## src/rtl/deemph_iir.sv

```systemverilog
// First-order de-emphasis IIR: y[n] = DQ(CX0*x[n]) + DQ(CX1*x[n-1]) + DQ(CY1*y[n-1]).
// One time-shared multiplier, FIFO in / FIFO out, five-cycle minimum sample period.
module deemph_iir #(
  parameter int                            DATA_SIZE = 32,
  parameter logic signed [DATA_SIZE-1:0]   CX0       = 178,
  parameter logic signed [DATA_SIZE-1:0]   CX1       = 178,
  parameter logic signed [DATA_SIZE-1:0]   CY1       = -666
) (
  input  logic                  i_clk,
  input  logic                  i_rst_n,
  input  logic [DATA_SIZE-1:0]  i_in,
  output logic                  o_in_rd_en,
  input  logic                  i_in_empty,
  output logic [DATA_SIZE-1:0]  o_out,
  output logic                  o_out_wr_en,
  input  logic                  i_out_full
);

  localparam int PW = 2 * DATA_SIZE;

  typedef enum logic [1:0] {IDLE, MAC, WRITE} state_t;

  state_t                      r_state, w_state_next;
  logic [1:0]                  r_tap, w_tap_next;
  logic signed [DATA_SIZE-1:0] r_x0, r_x1, r_y1, r_acc;
  logic signed [DATA_SIZE-1:0] w_x0_next, w_x1_next, w_y1_next, w_acc_next;
  logic signed [DATA_SIZE-1:0] w_coef, w_opnd, w_dq;
  logic signed [PW-1:0]        w_coef_ext, w_opnd_ext, w_prod, w_mag, w_quot;
  logic                        w_rd, w_wr;

  always_comb begin
    w_coef = CX0;
    w_opnd = r_x0;
    case (r_tap)
      2'd1:    begin w_coef = CX1; w_opnd = r_x1; end
      2'd2:    begin w_coef = CY1; w_opnd = r_y1; end
      default: begin w_coef = CX0; w_opnd = r_x0; end
    endcase
  end

  assign w_coef_ext = {{DATA_SIZE{w_coef[DATA_SIZE-1]}}, w_coef};
  assign w_opnd_ext = {{DATA_SIZE{w_opnd[DATA_SIZE-1]}}, w_opnd};
  assign w_prod     = w_coef_ext * w_opnd_ext;

  // Divide by 1024 rounding toward zero: shift the magnitude, then restore the sign.
  assign w_mag  = w_prod[PW-1] ? -w_prod : w_prod;
  assign w_quot = w_mag >>> 10;
  assign w_dq   = DATA_SIZE'(w_prod[PW-1] ? -w_quot : w_quot);

  always_comb begin
    w_state_next = r_state;
    w_tap_next   = r_tap;
    w_acc_next   = r_acc;
    w_x0_next    = r_x0;
    w_x1_next    = r_x1;
    w_y1_next    = r_y1;
    w_rd         = 1'b0;
    w_wr         = 1'b0;
    case (r_state)
      IDLE: begin
        if (!i_in_empty && i_rst_n) begin
          w_rd         = 1'b1;
          w_x1_next    = r_x0;
          w_x0_next    = i_in;
          w_acc_next   = '0;
          w_tap_next   = 2'd0;
          w_state_next = MAC;
        end
      end
      MAC: begin
        if (r_tap == 2'd3) begin
          w_state_next = IDLE;
        end else begin
          w_acc_next = r_acc + w_dq;
          w_tap_next = r_tap + 2'd1;
          if (r_tap == 2'd2) w_state_next = WRITE;
        end
      end
      WRITE: begin
        if (!i_out_full) begin
          w_wr         = 1'b1;
          w_y1_next    = r_acc;
          w_state_next = IDLE;
        end
      end
      default: w_state_next = IDLE;
    endcase
  end

  always_ff @(posedge i_clk or negedge i_rst_n) begin
    if (!i_rst_n) begin
      r_state <= IDLE;
      r_tap   <= '0;
      r_acc   <= '0;
      r_x0    <= '0;
      r_x1    <= '0;
      r_y1    <= '0;
    end else begin
      r_state <= w_state_next;
      r_tap   <= w_tap_next;
      r_acc   <= w_acc_next;
      r_x0    <= w_x0_next;
      r_x1    <= w_x1_next;
      r_y1    <= w_y1_next;
    end
  end

  assign o_in_rd_en  = w_rd;
  assign o_out_wr_en = w_wr;
  assign o_out       = w_wr ? r_acc : '0;

endmodule

```

## config.mk

```make
export PLATFORM = sky130hd
export DESIGN_NAME = deemph_iir
export DESIGN_NICKNAME = d
export VERILOG_FILES = /design/src/rtl/deemph_iir.sv
export SDC_FILE = /design/constraint.sdc
export NUM_CORES = 1
export LEC_CHECK = 0
export ABC_AREA = 1
export CAP_MARGIN = 20
export CORE_AREA = 5 5 198 200
export DETAILED_ROUTE_END_ITERATION = 6
export DIE_AREA = 0 0 203 205
export HOLD_SLACK_MARGIN = 0.03
export PLACE_DENSITY = 0.85
export SLEW_MARGIN = 20
export SYNTH_ARGS = -nofsm -noshare
export SYNTH_HDL_FRONTEND = slang
export SYNTH_SLANG_ARGS = --single-unit
```

## constraint.sdc

```tcl
create_clock -name i_clk -period 20.2 [get_ports i_clk]
set_clock_uncertainty 0.2 [all_clocks]
set_input_delay 3.03 -clock i_clk [delete_from_list [all_inputs] [get_ports i_clk]]
set_output_delay 3.03 -clock i_clk [all_outputs]
set_load 0.05 [all_outputs]
```

==> key figures <==
Run status
  – Status: finished, violations left
  – Failing checks: design-rule violations

Synthesis
  – Post-synth top area share: 31.5%
  – Synth Warn #: 0
  – Seq/Total Area, Yosys: roughly 13%
  – Mapped Cells: 3132
  – Synth area leaders: fa_1, dfrtp_1, inv_1
  – FF+latch count, synth: 132
  – Synthesized cell area: between 20000 and 25000 µm²
  – Mean post-synth cell area: 7.82 µm²
  – Number of synthesized flops with an enable pin: 0
  – Async set-reset flop share out of synthesis: 100%
  – Top-count cell post-synth: inv_1
  – Post-synth top cells: inv_1, nand2_1, fa_1, nor2_1, ha_1
  – Post-synthesis cell type count: 54
  – Most common flop cell mapped by yosys: dfrtp_1
  – Cell taking the most area after synthesis: fa_1

Setup path
  – CP peak stage delay: 1.07 ns
  – Worst setup EP type: flop
  – Arrival time at the worst endpoint: 14.55 ns
  – CP max FO: 77
  – Crit Path Category: reg -> reg
  – Worst Setup Start Kind: flop
  – CP Data Required Time: 20.28 ns
  – Cell at the slowest stage of the critical path: fa_1
  – Critical path's most frequent cell: inv_1

Placed design
  – Port Buffers: 69
  – GP Congestion: 0.964
  – Dpl hpwl: 57900 µm

Finish
  – Layout cell share with drive strength beyond 1: under 10%
  – NumNets Final: 3838
  – Ant. Diodes: 0
  – Area growth from synthesis to layout: 6.99%
  – Fill cells: 2909

Timing
  – Fin. Hold Viols: 0
  – Worst slew margin relative to its limit: 21.1%
  – Worst slew pin tran: 1.17 ns
  – Final Max Slew Viols: 0
  – Fmax: 69.1 MHz
  – Post-route clock period utilization: 71.6%
  – Setup violators final: 0
  – RSZ-0062 raised after global routing: false
  – TNS Setup: 0 ns
  – Tmin final: 14.47 ns

Drt
  – Detail Route Antenna Nets: 0
  – DRT iter0 DRCs: 1854
  – DRC: 14
  – Via Count: 20.6k
  – Routed WL per cell: 18.4 µm
  – DRT Pass-1 Iters: 7
  – Vias per std cell: 5.61
  – Final WL: 67400 µm

Die
  – # rows: 71
  – # IOs: 70
  – Die Width: 203 µm
  – Vert. Die Dim: 205 µm
  – Die area: around 42000 µm²
  – Core area: ~37000 µm²
  – Initial Utilization: about 66%

Clock tree
  – Post-CTS sizing: 0
  – Hold_buf cts: 0
  – Cts bufs inserted: 17
  – Clk buf depth: 2
  – Clock Root Buffer: clkbuf_16
  – CTS tree: yes
  – Clock Latency Late Sink: 0.43 ns
  – CTS sink count: ~130
  – Worst-path clk slew: 0.06 ns
  – Total number of H-tree levels: 4
  – Setup Fix Bufs, Post-CTS: 0

GRT
  – Pin count of the biggest net entering global routing: 97
  – Initial antenna violation count: 1
  – Vias in the first global route: 21.2k
  – First-pass GRT wire length: 109000 µm
  – Total track usage: 33.1%
  – Grt ovf: 0

Min path
  – Tightest Hold Check Type: reg -> reg

Run
  – Max-cap check violation count: 0
[sequential cells by signal, indices dropped and copies added, names as in the netlist]
| signal | flops |
|---|---|
| r_state | 2 |
| r_x1 | 32 |
| r_acc | 32 |
| r_tap | 2 |
| r_x0 | 32 |
| r_y1 | 32 |
[worst max-delay path, delay by kind of cell (launching register included)]
kind,cells,cell delay [ns]
fa+ha+maj,12,6.38
xor+xnor,1,0.14
buf+inv,11,2.12
simple gates,13,2.02
compound gates,14,2.84
flops,1,0.42
[cell usage in the layout (no fill, tap or decap), drive strengths merged, types with 4 or more instances in the layout]
| master | instances |
|---|---|
| inv | 812 |
| nand2 | 649 |
| fa | 385 |
| nor2 | 260 |
| ha | 234 |
| o21ai | 212 |
| dfrtp | 132 |
| nand3 | 131 |
| a21oi | 81 |
| clkdlybuf4s50 | 68 |
| a221o | 31 |
| xor2 | 29 |
| nand4 | 24 |
| clkbuf | 22 |
| conb | 16 |
| buf | 16 |
| o22ai | 15 |
| nor3 | 14 |
| nand3b | 11 |
| o21bai | 7 |
| xnor2 | 6 |
| o31ai | 5 |
| clkinv | 5 |
| o211ai | 4 |
[final timing paths]
path	from	to	slack, ns	cells after the start
max	r_tap[0]$_DFFE_PN0P_	r_acc[27]$_DFFE_PN0P_	5.73	51
min	r_x1[13]$_DFFE_PN0P_	r_x1[13]$_DFFE_PN0P_	0.30	2
max in group asynchronous	i_rst_n	r_acc[19]$_DFFE_PN0P_	15.87	2
min in group asynchronous	i_rst_n	r_x0[22]$_DFFE_PN0P_	2.47	1
min reg2reg	r_x1[13]$_DFFE_PN0P_	r_x1[13]$_DFFE_PN0P_	0.30	2
max reg2reg	r_tap[0]$_DFFE_PN0P_	r_acc[27]$_DFFE_PN0P_	5.73	51
[cell type report]
type | instances | area (µm²) | share of cell area (%)
Tap cell | 474 | 593 | 2.26
Sequential cell | 132 | 3300 | 12.6
Timing Repair Buffer | 84 | 801 | 3.05
Clock buffer | 22 | 464 | 1.77
Clock inverter | 9 | 81.3 | 0.310
Inverter | 812 | 3050 | 11.6
Multi-Input combinational cell | 2136 | 17900 | 68.4
[routing by layer]
layer,track usage (%),wire length [µm]
met5,0,0
met4,10.9,2560
met3,6.78,5850
met2,53.6,31500
met1,45.3,27500
[logic make-up after synthesis]
kind of cell    Yosys count  synth area share (%)
simple gates           1097                  19.4
other cells               2                0.0307
buf+inv                 878                  13.6
fa+ha+maj               619                  43.4
flops                   132                  13.5
compound gates          369                  8.66
xor+xnor                 35                  1.39
[per-stage QoR]
stage	utilization, %	instances	worst slack (ns)	hold slack, ns	area (µm²)
2_1_floorplan	-	3146	8.19	0.253	24600
3_3_place_gp	69.0	3638	6.46	0.269	25700
3_5_place_dp	69.0	3638	5.90	0.278	25700
4_1_cts	70.4	3669	5.79	0.293	26200
5_1_grt	70.4	3669	4.55	0.311	26200
6_report	70.4	3669	5.73	0.296	26200
Power is left out: the tool's default activity adds up to more than one toggle a clock period on the data nets, which glitch-free logic cannot reach.
